**config.mk**
```make
export PLATFORM = sky130hd
export DESIGN_NAME = capture_frame_writer
export DESIGN_NICKNAME = d
export VERILOG_FILES = /design/src/rtl/cfw_pkg.sv /design/src/rtl/cfw_sync_fifo.sv /design/src/rtl/capture_frame_writer.sv
export SDC_FILE = /design/constraint.sdc
export NUM_CORES = 2
export LEC_CHECK = 0
export CAP_MARGIN = 20
export CORE_UTILIZATION = 46
export CTS_BUF_LIST = sky130_fd_sc_hd__clkbuf_8 sky130_fd_sc_hd__clkbuf_16
export DETAILED_ROUTE_END_ITERATION = 8
export GPL_TIMING_DRIVEN = 0
export SETUP_SLACK_MARGIN = 0.1
export SYNTH_ARGS = -nofsm -noshare
export SYNTH_HDL_FRONTEND = slang
export SYNTH_SLANG_ARGS = --single-unit
```
**constraint.sdc**
```tcl
create_clock -name i_clk -period 12.9 [get_ports i_clk]
set_input_delay 2.58 -clock i_clk [delete_from_list [all_inputs] [get_ports i_clk]]
set_output_delay 2.58 -clock i_clk [all_outputs]
set_load 0.005 [all_outputs]
```
**src/rtl/cfw_pkg.sv**
```systemverilog
// cfw_pkg: shared FSM state type, default geometry and buffer base addresses for capture_frame_writer
package cfw_pkg;

    typedef enum logic [2:0] {IDLE, REQ, DATA, DONE, FLUSH} cfw_state_e;

    localparam int PIX_PER_WORD = 64 / 8;
    localparam int BURSTS_PER_FRAME = 307200 / (PIX_PER_WORD * 16);
    localparam logic [27:0] BASE0_DEFAULT = 28'h000_0000;
    localparam logic [27:0] BASE1_DEFAULT = 28'h010_0000;

    function automatic int bursts_per_frame(input int pixels, input int ppw, input int blen);
        return pixels / (ppw * blen);
    endfunction

endpackage

```
**src/rtl/cfw_sync_fifo.sv**
```systemverilog
// cfw_sync_fifo: synchronous first-word-fall-through FIFO with flush; push while full is accepted when a pop frees a slot
module cfw_sync_fifo #(
    parameter int W = 64,
    parameter int DEPTH = 64,
    localparam int AW = $clog2(DEPTH)
) (
    input  logic          i_clk,
    input  logic          i_rst_n,
    input  logic          push,
    input  logic [W-1:0]  din,
    input  logic          pop,
    input  logic          flush,
    output logic [W-1:0]  dout,
    output logic [AW:0]   count,
    output logic          full,
    output logic          empty
);
    logic [W-1:0]  mem [DEPTH];
    logic [AW-1:0] wp, rp;
    logic          do_push, do_pop;

    assign empty   = count == '0;
    assign full    = count == (AW+1)'(DEPTH);
    assign do_pop  = pop && !empty;
    assign do_push = push && (!full || do_pop);
    assign dout    = mem[rp];

    always_ff @(posedge i_clk) begin
        if (!i_rst_n || flush) begin
            wp    <= '0;
            rp    <= '0;
            count <= '0;
        end else begin
            if (do_push) wp <= wp + 1'b1;
            if (do_pop) rp <= rp + 1'b1;
            count <= count + (AW+1)'(do_push) - (AW+1)'(do_pop);
        end
    end

    always_ff @(posedge i_clk) begin
        if (do_push) mem[wp] <= din;
    end

endmodule

```
**src/rtl/capture_frame_writer.sv**
```systemverilog
// capture_frame_writer: packs captured pixels into bus words and writes them as DDR bursts into ping-pong frame buffers.
// Optional CAPTURE_FRAME_WRITER_FRAME_CNT_EN adds o_frame_cnt, a wrapping count of completed frames.
module capture_frame_writer
    import cfw_pkg::*;
#(
    parameter int DATA_W = 8,
    parameter int BUS_W = 64,
    parameter int BURST_LEN = 16,
    parameter int FRAME_PIXELS = 307200,
    parameter int ADDR_W = 28,
    parameter logic [ADDR_W-1:0] BASE_ADDR0 = ADDR_W'(BASE0_DEFAULT),
    parameter logic [ADDR_W-1:0] BASE_ADDR1 = ADDR_W'(BASE1_DEFAULT),
    parameter int FIFO_DEPTH = 64
) (
    input  logic              i_clk,
    input  logic              i_rst_n,
    input  logic              i_enable,
    input  logic              i_capture_image_vld,
    input  logic              i_capture_image_clr,
    input  logic [DATA_W-1:0] i_capture_image_data,
    output logic              o_wr_req,
    input  logic              i_wr_ack,
    output logic [ADDR_W-1:0] o_wr_addr,
    output logic [BUS_W-1:0]  o_wr_data,
    input  logic              i_wr_data_rd,
    output logic              o_frame_done,
    output logic              o_rd_buf_sel,
    output logic              o_overflow
`ifdef CAPTURE_FRAME_WRITER_FRAME_CNT_EN
    ,
    output logic [15:0]       o_frame_cnt
`endif
);
    localparam int PPW = BUS_W / DATA_W;
    localparam int BPF = bursts_per_frame(FRAME_PIXELS, PPW, BURST_LEN);
    localparam int BURST_BYTES = BURST_LEN * BUS_W / 8;
    localparam int PW = $clog2(FRAME_PIXELS + 1);
    localparam int BW = $clog2(BPF + 1);
    localparam int KW = $clog2(PPW + 1);
    localparam int CW = $clog2(BURST_LEN + 1);
    localparam int FAW = $clog2(FIFO_DEPTH);

    cfw_state_e       state, nxt;
    logic             frame_active, abort_pend, wr_buf_sel;
    logic [PW-1:0]    pix_cnt;
    logic [KW-1:0]    pack_idx;
    logic [BUS_W-1:0] pack_buf, pack_nxt, word_q;
    logic             push_q;
    logic [BW-1:0]    burst_idx;
    logic [CW-1:0]    pop_cnt;
    logic [FAW:0]     fifo_count;
    logic             fifo_full, fifo_empty;
    logic             last_pix, pix_ok, pop, burst_end, flush, ovf_evt;

    assign last_pix  = pack_idx == KW'(PPW - 1);
    assign pix_ok    = i_capture_image_vld && frame_active && !abort_pend && !i_capture_image_clr
                       && pix_cnt < PW'(FRAME_PIXELS);
    assign pop       = state == DATA && i_wr_data_rd && !fifo_empty;
    assign burst_end = pop && pop_cnt == CW'(BURST_LEN - 1);
    assign flush     = state == FLUSH;
    // A completed word meeting a full FIFO is lost unless a pop frees a slot in the same cycle
    assign ovf_evt   = (push_q && fifo_full && !pop && !flush) || (i_capture_image_vld && abort_pend);
    assign o_wr_addr = (wr_buf_sel ? BASE_ADDR1 : BASE_ADDR0) + ADDR_W'(burst_idx) * ADDR_W'(BURST_BYTES);

    always_comb begin
        pack_nxt = pack_buf;
        pack_nxt[pack_idx*DATA_W +: DATA_W] = i_capture_image_data;
    end

    cfw_sync_fifo #(.W(BUS_W), .DEPTH(FIFO_DEPTH)) u_fifo (
        .i_clk   (i_clk),
        .i_rst_n (i_rst_n),
        .push    (push_q),
        .din     (word_q),
        .pop     (pop),
        .flush   (flush),
        .dout    (o_wr_data),
        .count   (fifo_count),
        .full    (fifo_full),
        .empty   (fifo_empty)
    );

    always_ff @(posedge i_clk) begin
        if (!i_rst_n) begin
            frame_active <= 1'b0;
            abort_pend   <= 1'b0;
            pix_cnt      <= '0;
            pack_idx     <= '0;
            pack_buf     <= '0;
            word_q       <= '0;
            push_q       <= 1'b0;
            o_overflow   <= 1'b0;
        end else begin
            push_q <= pix_ok && last_pix;
            if (pix_ok) begin
                pix_cnt  <= pix_cnt + 1'b1;
                pack_buf <= pack_nxt;
                pack_idx <= last_pix ? '0 : pack_idx + 1'b1;
                if (last_pix) word_q <= pack_nxt;
            end
            if (ovf_evt) o_overflow <= 1'b1;
            if (flush) begin
                pack_idx   <= '0;
                abort_pend <= 1'b0;
            end
            // A start-of-frame on a frame still in flight must drain its burst and flush before reuse
            if (i_capture_image_clr) begin
                frame_active <= i_enable;
                pix_cnt      <= '0;
                if (i_enable) o_overflow <= 1'b0;
                if (frame_active && state != DONE) abort_pend <= 1'b1;
            end else if (state == DONE) begin
                frame_active <= 1'b0;
            end
        end
    end

    always_ff @(posedge i_clk) begin
        if (!i_rst_n) begin
            state        <= IDLE;
            burst_idx    <= '0;
            pop_cnt      <= '0;
            wr_buf_sel   <= 1'b0;
            o_rd_buf_sel <= 1'b1;
        end else begin
            state <= nxt;
            if (pop) pop_cnt <= burst_end ? '0 : pop_cnt + 1'b1;
            if (burst_end) burst_idx <= burst_idx + 1'b1;
            if (state == DONE || flush) burst_idx <= '0;
            if (state == DONE) begin
                o_rd_buf_sel <= wr_buf_sel;
                wr_buf_sel   <= ~wr_buf_sel;
            end
        end
    end

`ifdef CAPTURE_FRAME_WRITER_FRAME_CNT_EN
    always_ff @(posedge i_clk) begin
        if (!i_rst_n) o_frame_cnt <= '0;
        else if (state == DONE) o_frame_cnt <= o_frame_cnt + 1'b1;
    end
`endif

    always_comb begin
        nxt          = state;
        o_wr_req     = 1'b0;
        o_frame_done = 1'b0;
        case (state)
            IDLE:  nxt = abort_pend ? FLUSH : (fifo_count >= (FAW+1)'(BURST_LEN) ? REQ : IDLE);
            REQ: begin
                o_wr_req = 1'b1;
                if (i_wr_ack) nxt = DATA;
            end
            DATA:  if (burst_end) nxt = abort_pend ? FLUSH : (burst_idx == BW'(BPF - 1) ? DONE : IDLE);
            DONE: begin
                o_frame_done = 1'b1;
                nxt          = IDLE;
            end
            FLUSH: nxt = IDLE;
            default: nxt = IDLE;
        endcase
    end

endmodule

```
==> run metrics <==
share of layout cells above drive strength 1=27.5%; CTS Root Cell=clkbuf_16; worst-skew pair later-pin latency=980 ps; Detail Route Antenna Nets=0; CP required=10,320 ps; Tightest Pin Transition=1220 ps; register area share after synthesis=77.8%; final non-filler cell total=13,400; Fillers=26,800; Max Fclk=0.119 GHz; WS Path Type=register to output pin; number of hold violations in the final report=0; fin crit share=65.0%; most common cell after layout, fill and taps aside=edfxtp_1; met2 usage=39.5%; Die ar.=357,000 um^2; CP endpoint kind=output pin; hold-fix buffers at CTS=0; gpl congestion=0.862; Vias=83,100; Tmin final=8390 ps; CP arrival=5810 ps; ys flop type=edfxtp_1; grt ovf=0; clock buffer depth=4; hpwl dp=316,000 um; setup TNS=0 ps; Final Skew=55.3 ps; relative slew slack=18.5%; # DRC=0; critical path fanouts, max=12; GR peak layer=met2; global-route wire length before repair=639,000 um; dpl cell area=177,000 um^2; Via density=6.18; drt wl/cell=34.0 um; CP Launch Type=register; Area Growth Syn to Fin=17.0%; CTS tree=built; Post-Syn Instances=7,479; Initial Util=46.3%; initial DRC count=10,800; die height=598 um; Max Transition Viols Final=0; Mapped Area=163,000 um^2; Sink Count=4,298; commonest cells after routing, fill and taps aside=edfxtp_1 (4,096), mux4_2 (1,020), clkbuf_16 (440); unique cell type count in the Yosys netlist=70; met3 Usage GRT=4.13%; status=finished clean; vias in the first global route=83,600; HP Class=register to register; largest net degree at the start of global routing=66; Yosys warning count=0; Pre-antenna DRT Iters=5; asr flop ratio synth=0%; Post-CTS Setup Bufs=0; Mapped Avg Cell Area=21.8 um^2; I/O pin count=111; htree depth=5; Post-synth EDFFs=4,096; fin util=54.1%; Seq cells post-synth=4,298; NumNets Final=8,376; Leak Pwr=70.3 nW; unrepaired setup endpoints after global routing=no; PD cells=143 nW/um^2; Core ar.=353,000 um^2; IO buf count=95; post-CTS resize count=0; initial antenna violation count=39; final instance area=191,000 um^2; All-Layer GR Usage=25.5%; DRT Wirelength=457,000 um; Max Cap Viol=0; row cnt=218; clock slew at reported path FFs=60 ps; Cells after DPL=12,600; Peak supply drop=0.128 mV; GR Util met1=36.6%; CTS buffer count=430; Setup violations, final=0; die span in x=598 um
[logic make-up (layout without fill, tap and decap cells)]
family / count (synthesis) / after routing / share of synthesized area [%]
flip-flops: 4298 / 4298 / 77.8
multiplexers: 1212 / 1212 / 15.3
AO/OA/AOI/OAI: 762 / 762 / 3.14
AND/OR/NAND/NOR: 667 / 667 / 1.99
buffers and inverters: 481 / 1686 / 1.46
XOR/XNOR: 38 / 38 / 0.204
adder cells (fa/ha/maj): 20 / 20 / 0.158
other: 1 / 30 / 0.00230
[area by class of cell]
cell class | count | area, um^2 | share of cell area, %
Inverter | 26 | 97.6 | 0.0511
Tap cell | 4730 | 5920 | 3.10
Buffer | 455 | 2290 | 1.20
Clock inverter | 348 | 2770 | 1.45
Clock buffer | 441 | 11000 | 5.77
Timing Repair Buffer | 416 | 7020 | 3.67
Sequential cell | 4298 | 127000 | 66.5
Multi-Input combinational cell | 2714 | 34800 | 18.2
Antenna cell | 15 | 37.5 | 0.0196
[report_power, final]
| group | internal [W] | switching (W) |
|---|---|---|
| sequential | 0.0150 | 0.00000101 |
| combinational | 0.0000169 | 0.0000340 |
| clock | 0.00702 | 0.00526 |
| total | 0.0221 | 0.00529 |
[Yosys cell counts (3+ instances only)]
cell type  count  area share, %
or3_1         10          0.038
nor2_1       175           0.40
a31oi_1       12          0.046
nor2b_1       47           0.18
mux4_2      1020             14
a21boi_0      37           0.17
buf_1         44           0.10
a21oi_1       75           0.23
buf_6          5          0.034
clkbuf_1     162           0.37
buf_4         95           0.44
nor3b_1        5          0.023
o21ai_1        8          0.025
o211a_1       64           0.39
xor2_1        14          0.075
nand3_1       37           0.11
and4_1         3          0.016
a21o_1         3          0.014
mux2i_1      175            1.1
dfxtp_1      202            2.5
and3_1        13          0.050
nand3b_1       3          0.014
or2_2          3          0.011
nor4_1        63           0.24
edfxtp_1    4096             75
nand2b_1      13          0.050
buf_2        148           0.45
nor3_1        64           0.20
o22ai_1      301            1.2
nand2_1      187           0.43
xnor2_1       24           0.13
o21ai_0      124           0.38
o221ai_1      54           0.29
nand4_2        3          0.023
and2_1        15          0.057
ha_1          19           0.15
mux2_2        17           0.12
or4_1          3          0.014
a22oi_1        9          0.041
o22a_1        50           0.27
nand4_1        7          0.027
o21a_1        11          0.051
inv_1         26          0.060
[registers in the layout (all words and copies together) (netlist names), 6 cells and up, named ones only]
signal / flops
burst_idx: 12
pack_buf: 64
pix_cnt: 19
u_fifo.count: 7
u_fifo.mem: 4096
u_fifo.rp: 6
u_fifo.wp: 6
word_q: 64
[per-stage QoR]
step                      setup WS [ps]  total power, W  hold slack (ps)
after floorplan                    6130          0.0154              448
after detailed placement           5490          0.0154              469
after global routing               4490          0.0280              497
final                              4510          0.0274              478
after global placement              689          0.0154              460
after CTS                          4460          0.0275              477
[critical path: stages, from the launching register on]
cell	delay, ps
dfxtp_1	320
buf_4	270
buf_2	590
buf_2	720
buf_2	790
mux4_2	360
o22ai_1	90
nor2_1	820
o22a_1	270
clkdlybuf4s50_1	520
[worst paths after layout]
| check | slack, ps | end | from | cells after the start |
|---|---|---|---|---|
| worst max-delay path | 4510 | o_wr_data[41] | register | 9 |
| worst min-delay path | 480 | pack_buf[7] | pack_buf[7] | 2 |
| worst max register to register | 8540 | u_fifo.mem[51][33] | u_fifo.count[2] | 11 |
| worst min register to register | 480 | pack_buf[7] | pack_buf[7] | 2 |
[per-layer routing]
layer / share of wire, % / up-vias
met1: 41 / 45100
met4: 4.4 / 4
li1: - / 33300
met3: 8.0 / 711
met5: 0.0057 / -
met2: 46 / 3982
(Power assumes the default switching activity.)
